[src/rtl/mem_port_arbiter.sv]
// Three-port round-robin arbiter in front of one single-port synchronous RAM.
// Grants and the RAM command are combinational. Read data comes back one
// cycle later, flagged to the port that issued the read. A granted port can
// hold the memory for up to LOCK_MAX consecutive accesses for atomic sequences.
module mem_port_arbiter #(
    parameter int ADDR_W   = 14,
    parameter int DATA_W   = 32,
    parameter int LOCK_MAX = 4
) (
    input  logic                  clk,
    input  logic                  rst_n,
    input  logic [2:0]            req,
    input  logic [2:0]            we,
    input  logic [2:0]            lock,
    input  logic [3*ADDR_W-1:0]   addr,
    input  logic [3*DATA_W-1:0]   wdata,
    output logic [2:0]            gnt,
    output logic [2:0]            rvalid,
    output logic [DATA_W-1:0]     rdata,
    output logic                  mem_en,
    output logic                  mem_we,
    output logic [ADDR_W-1:0]     mem_addr,
    output logic [DATA_W-1:0]     mem_d,
    input  logic [DATA_W-1:0]     mem_q
);
    localparam int CNT_W = $clog2(LOCK_MAX + 1);

    typedef enum logic {UNLOCKED, LOCKED} lock_state_t;

    lock_state_t      state_reg, state_next;
    logic [1:0]       rr_ptr_reg, rr_ptr_next;
    logic [1:0]       lock_owner_reg, lock_owner_next;
    logic [CNT_W-1:0] lock_cnt_reg, lock_cnt_next;
    logic             rd_valid_reg, rd_valid_next;
    logic [1:0]       rd_owner_reg, rd_owner_next;

    logic             grant_any;
    logic [1:0]       winner;
    logic [1:0]       p0, p1, p2;

    // Per-port fields split out; index 3 is an unused zero entry so a 2-bit
    // index is always in range.
    logic [ADDR_W-1:0] port_addr  [4];
    logic [DATA_W-1:0] port_wdata [4];

    generate
        for (genvar gi = 0; gi < 4; gi++) begin : g_port
            if (gi < 3) begin : g_real
                assign port_addr[gi]  = addr[gi*ADDR_W +: ADDR_W];
                assign port_wdata[gi] = wdata[gi*DATA_W +: DATA_W];
            end else begin : g_pad
                assign port_addr[gi]  = '0;
                assign port_wdata[gi] = '0;
            end
        end
    endgenerate

    function automatic logic [1:0] inc3(input logic [1:0] p);
        return (p == 2'd2) ? 2'd0 : p + 2'd1;
    endfunction

    // Winner selection: the lock owner exclusively while locked, otherwise the
    // first requester in round-robin order starting at rr_ptr.
    always_comb begin
        grant_any = 1'b0;
        winner    = 2'd0;
        p0        = rr_ptr_reg;
        p1        = inc3(p0);
        p2        = inc3(p1);
        if (!rst_n) begin
            grant_any = 1'b0;
        end else if (state_reg == LOCKED) begin
            if (req[lock_owner_reg]) begin
                grant_any = 1'b1;
                winner    = lock_owner_reg;
            end
        end else if (req[p0]) begin
            grant_any = 1'b1;
            winner    = p0;
        end else if (req[p1]) begin
            grant_any = 1'b1;
            winner    = p1;
        end else if (req[p2]) begin
            grant_any = 1'b1;
            winner    = p2;
        end
    end

    assign gnt      = grant_any ? (3'b001 << winner) : 3'b000;
    assign mem_en   = grant_any;
    assign mem_we   = grant_any & we[winner];
    assign mem_addr = grant_any ? port_addr[winner]  : '0;
    assign mem_d    = grant_any ? port_wdata[winner] : '0;

    assign rvalid   = rd_valid_reg ? (3'b001 << rd_owner_reg) : 3'b000;
    assign rdata    = rd_valid_reg ? mem_q : '0;

    // Next-state for lock FSM, round-robin pointer and read-return tracking.
    always_comb begin
        state_next      = state_reg;
        rr_ptr_next     = rr_ptr_reg;
        lock_owner_next = lock_owner_reg;
        lock_cnt_next   = lock_cnt_reg;
        rd_valid_next   = grant_any & ~we[winner];
        rd_owner_next   = (grant_any & ~we[winner]) ? winner : 2'd0;
        case (state_reg)
            UNLOCKED: begin
                if (grant_any) begin
                    if (lock[winner]) begin
                        state_next      = LOCKED;
                        lock_owner_next = winner;
                        lock_cnt_next   = CNT_W'(1);
                    end else begin
                        rr_ptr_next = inc3(winner);
                    end
                end
            end
            LOCKED: begin
                if (grant_any) begin
                    // Release on a plain access or when the hold budget is spent.
                    if (!lock[lock_owner_reg] ||
                        lock_cnt_reg >= CNT_W'(LOCK_MAX - 1)) begin
                        state_next    = UNLOCKED;
                        lock_cnt_next = '0;
                        rr_ptr_next   = inc3(lock_owner_reg);
                    end else begin
                        lock_cnt_next = lock_cnt_reg + CNT_W'(1);
                    end
                end else begin
                    // Owner let go of req: everyone stays blocked this cycle.
                    state_next    = UNLOCKED;
                    lock_cnt_next = '0;
                end
            end
            default: begin
                state_next    = UNLOCKED;
                lock_cnt_next = '0;
            end
        endcase
    end

    // State registers with asynchronous active-low reset.
    always_ff @(posedge clk or negedge rst_n) begin
        if (!rst_n) begin
            state_reg      <= UNLOCKED;
            rr_ptr_reg     <= 2'd0;
            lock_owner_reg <= 2'd0;
            lock_cnt_reg   <= '0;
            rd_valid_reg   <= 1'b0;
            rd_owner_reg   <= 2'd0;
        end else begin
            state_reg      <= state_next;
            rr_ptr_reg     <= rr_ptr_next;
            lock_owner_reg <= lock_owner_next;
            lock_cnt_reg   <= lock_cnt_next;
            rd_valid_reg   <= rd_valid_next;
            rd_owner_reg   <= rd_owner_next;
        end
    end

endmodule

[config.mk]
export PLATFORM = sky130hd
export DESIGN_NAME = mem_port_arbiter
export DESIGN_NICKNAME = d
export VERILOG_FILES = /design/src/rtl/mem_port_arbiter.sv
export SDC_FILE = /design/constraint.sdc
export NUM_CORES = 1
export LEC_CHECK = 0
export CAP_MARGIN = 20
export CORE_AREA = 2 2 104 106
export CTS_BUF_LIST = sky130_fd_sc_hd__clkbuf_8
export CTS_CLUSTER_SIZE = 24
export DETAILED_ROUTE_END_ITERATION = 7
export DIE_AREA = 0 0 106 108
export GPL_TIMING_DRIVEN = 0
export PLACE_DENSITY = 0.63
export SLEW_MARGIN = 20
export SYNTH_ARGS = -nofsm -noshare
export SYNTH_HDL_FRONTEND = slang
export SYNTH_SLANG_ARGS = --single-unit
[constraint.sdc]
create_clock -name clk -period 2.4 [get_ports clk]
set_input_delay 0.24 -clock clk [delete_from_list [all_inputs] [get_ports clk]]
set_output_delay 0.24 -clock clk [all_outputs]
set_load 0.02 [all_outputs]
==> metrics.md <==
| Metric | Value |
|---|---|
| Status | complete, but fails checks |
| Violated checks | negative setup slack |
| Fillers | 961 |
| Dpl ws | -1.27 ns |
| Clk_lat worst skew | 0.24 ns |
| WL final | 11000 um |
| Pleak | 2.30 nW |
| Sequential element share of the synthesized area | 0.147 |
| DRT iter0 DRCs | 160 |
| Final Critical Period | 2.54 ns |
| Tcrit/Tclk final | 1.06 |
| Worst Setup SP | state_reg |
| Clk buf depth | 2 |
| Die area | 11400 um^2 |
| WL/cell | 15.8 um |
| All-Layer GR Usage | 0.172 |
| Initial antenna violation count | 0 |
| Worst IR Drop VDD | 0.000289 V |
| HPWL after DPL | 8680 um |
| Ports | 267 |
| Critical path's top delay family | buffers and inverters |
| Setup crit end kind | output port |
| RSZ-0062 raised after global routing | yes |
| Ys flop type | dfrtp_1 |
| WP buf/inv | 5 |
| Root buf cell | clkbuf_8 |
| Top area cells in the synthesized netlist | dfrtp_1, a222oi_1, and2_1, a22oi_1, inv_1 |
| Count of final hold-check violations | 0 |
| Nets | 744 |
| Cells along the critical path | buf_6 > or3b_4 > o311a_4 > nor3_4 > buf_6 > nor3_4 > buf_4 > a222oi_1 > inv_1 > buf_2 |
| Slowest stage delay, CP | 0.39 ns |
| CTS tree | yes |
| Vias in the first global route | 3264 |
| Worst-Margin Slew | 0.491 ns |
| Final instance count without filler cells | 696 |
| Row cnt | 37 |
| Dpl cells | 672 |
| Syn nets | 453 |
| Top cell type's share of synthesized area | 0.147 |
| Max reg flops | 3 |
| Post-synth cell types | 47 |
| Core box area | 10200 um^2 |
| Max cap viols | 0 |
| Antenna Cells | 0 |
| DRT antenna net count | 0 |
| PD cells | 649 nW/um^2 |
| Synth Area in XOR/XNOR | 0 |
| Asr flop ratio synth | 1.00 |
| Initial Utilization | 0.183 |
| Layout overhead on the synthesized area | 182% |
| CTS H-tree lvls | 1 |
| Post-synthesis mux area share | 0.0107 |
| Final Setup Violations | 48 |
| Post-Syn Area per Cell | 6.93 um^2 |
| Clock Skew | 0.00994 ns |
| Maximum clock frequency | 0.393 GHz |
| Rel. slew slack | 0.669 |
| Cell taking the most area after synthesis | dfrtp_1 |
| Largest family of logic cells by synthesized area | compound AO/OA/AOI/OAI gates |
| Global route overflow | 0 |
| Syn. warnings | 0 |
| PortBufs | 266 |
| CTS Hold Bufs | 0 |
| TritonCTS Buffers | 3 |
| Layout cells sized above 1 | 0.263 |
| Worst-path maximum fanout | 5 |
| CP max stage cell | dfrtp_1 |
| Kind of critical path | flip-flop to output port |
| CP required | 2.16 ns |
| First-pass GRT wire length | 16100 um |
| DR pass1 iterations | 7 |
| Most common cell in the netlist | inv_1 |
| Crit path DAT | 2.30 ns |
| Synth Cell Area | 1870 um^2 |
| Placer Congestion | 0.813 |
| Adder-Cell Fraction of Synth Area | 0.0134 |
| CP Launch Type | flip-flop |
| Synth Area in Simple Gates | 0.293 |
| Slew Limit Fails | 0 |
| Reg2reg start | state_reg |
| DIE HEIGHT | 108 um |
| Commonest cells in the netlist | inv_1, and2_1, nand2_1, a21oi_1, a222oi_1 |
| Compound-gate portion of the synthesized area | 0.405 |
| DR vias/cell | 4.67 |
| Number of flops mapped to enable cells by yosys | 0 |
| Yosys reg bits | 11 |
| Clock tree sinks | 11 |
| Worst Hold Class | input pin to async pin |
| Die width | 106 um |
| Post-Syn Instances | 270 |
| Via count | 3253 |
| Post-route worst setup slack | -0.142 ns |
| CTS clk-pin slew, worst paths | 0.06 ns |
| DRC | 0 |
| Largest net degree at the start of global routing | 17 |
-- area by class of cell --
cell class                      count  area (um^2)  area share
Clock buffer                        3         41.3     0.00783
Tap cell                          136          170      0.0323
Timing Repair Buffer              288         2860       0.542
Clock inverter                      1         3.75    0.000711
Buffer                             23          171      0.0325
Sequential cell                    11          277      0.0524
Inverter                           36          135      0.0256
Multi-Input combinational cell    198         1620       0.307
-- final timing paths --
| kind | endpoint | cells after the start | slack (ns) |
|---|---|---|---|
| worst max-delay path | mem_d[25] | 10 | -0.14 |
| worst min-delay path | lock_owner_reg[0] | 1 | 0.03 |
| worst max register to register | p0[0] | 10 | 0.01 |
| worst min register to register | lock_cnt_reg[0] | 1 | 0.55 |
| max in group asynchronous | p0[0] | 1 | 2.04 |
| min in group clk | lock_cnt_reg[0] | 1 | 0.55 |
-- routing by layer --
layer / up-vias / GRT usage / wire length, um
met4: 0 / 0.0310 / 131
li1: 1581 / - / -
met1: 1494 / 0.187 / 4000
met2: 165 / 0.339 / 5940
met5: - / 0 / 0
met3: 13 / 0.0434 / 950
-- cell usage in the layout, fill, tap and decap left out, drive strengths merged, types with 2 or more instances in the layout --
cell           netlist  routed
clkdlybuf4s50        0     211
buf                  9      79
inv                 36      37
and2                35      35
nand2               27      27
a21oi               26      26
a222oi              25      25
a22oi               22      22
clkbuf              17      17
nor2                12      12
dfrtp               11      11
dlygate4sd2          0       4
nor3                 3       4
nand3                4       4
a211o                3       3
clkdlybuf4s15        0       3
nand2b               3       3
o21a                 3       3
mux2i                2       2
nand3b               2       2
nor2b                2       2
nand4                2       2
o21ai                2       2
o32ai                2       2
ha                   2       2
-- report_power, final --
part	internal (mW)	switching [mW]	leakage (nW)
logic	1.48	1.46	2.13
registers	0.246	0.0581	0.140
clock network	0.112	0.0733	0.0269
-- worst register-to-register path, stage by stage, from the launching register on --
cell and delay, ns:
dfrtp_1 0.39, buf_6 0.12, or3b_4 0.36, o311a_4 0.14, buf_4 0.13, buf_4 0.12, nor4_1 0.38, a311oi_4 0.14
buf_12 0.17, a211o_1 0.28, nand3_1 0.09
-- metrics by stage --
step	total power [mW]	area, um^2	hold WS (ns)	utilization	TNS [ns]
2_1_floorplan	1.61	1870	-0.0556	-	0
3_3_place_gp	2.74	4710	0.551	0.460	-59.40
3_5_place_dp	2.76	4710	0.545	0.460	-59.01
4_1_cts	3.03	4830	0.0373	0.472	-8.65
5_1_grt	3.66	5280	0.0535	0.516	-9.91
6_report	3.43	5280	0.0262	0.516	-4.47
-- cells by family (layout without fill, tap and decap cells) --
family                     Yosys count  in the layout
AOI/OAI and AO/OA                   95             95
adders and majority gates            2              2
buffers and inverters               62            351
DFF                                 11             11
muxes                                2              2
and+or+nand+nor                     98             99
-- what timing repair did --
item                                    in CTS  in global routing
endpoints found under the hold margin        0                  0
endpoints found under the setup margin      60                 54
cloned                                       4                  2
buffers inserted                             9                  8
pin swaps                                   15                 44
resized for setup                          269                111
Note: power is estimated with default switching activity, not from simulation.
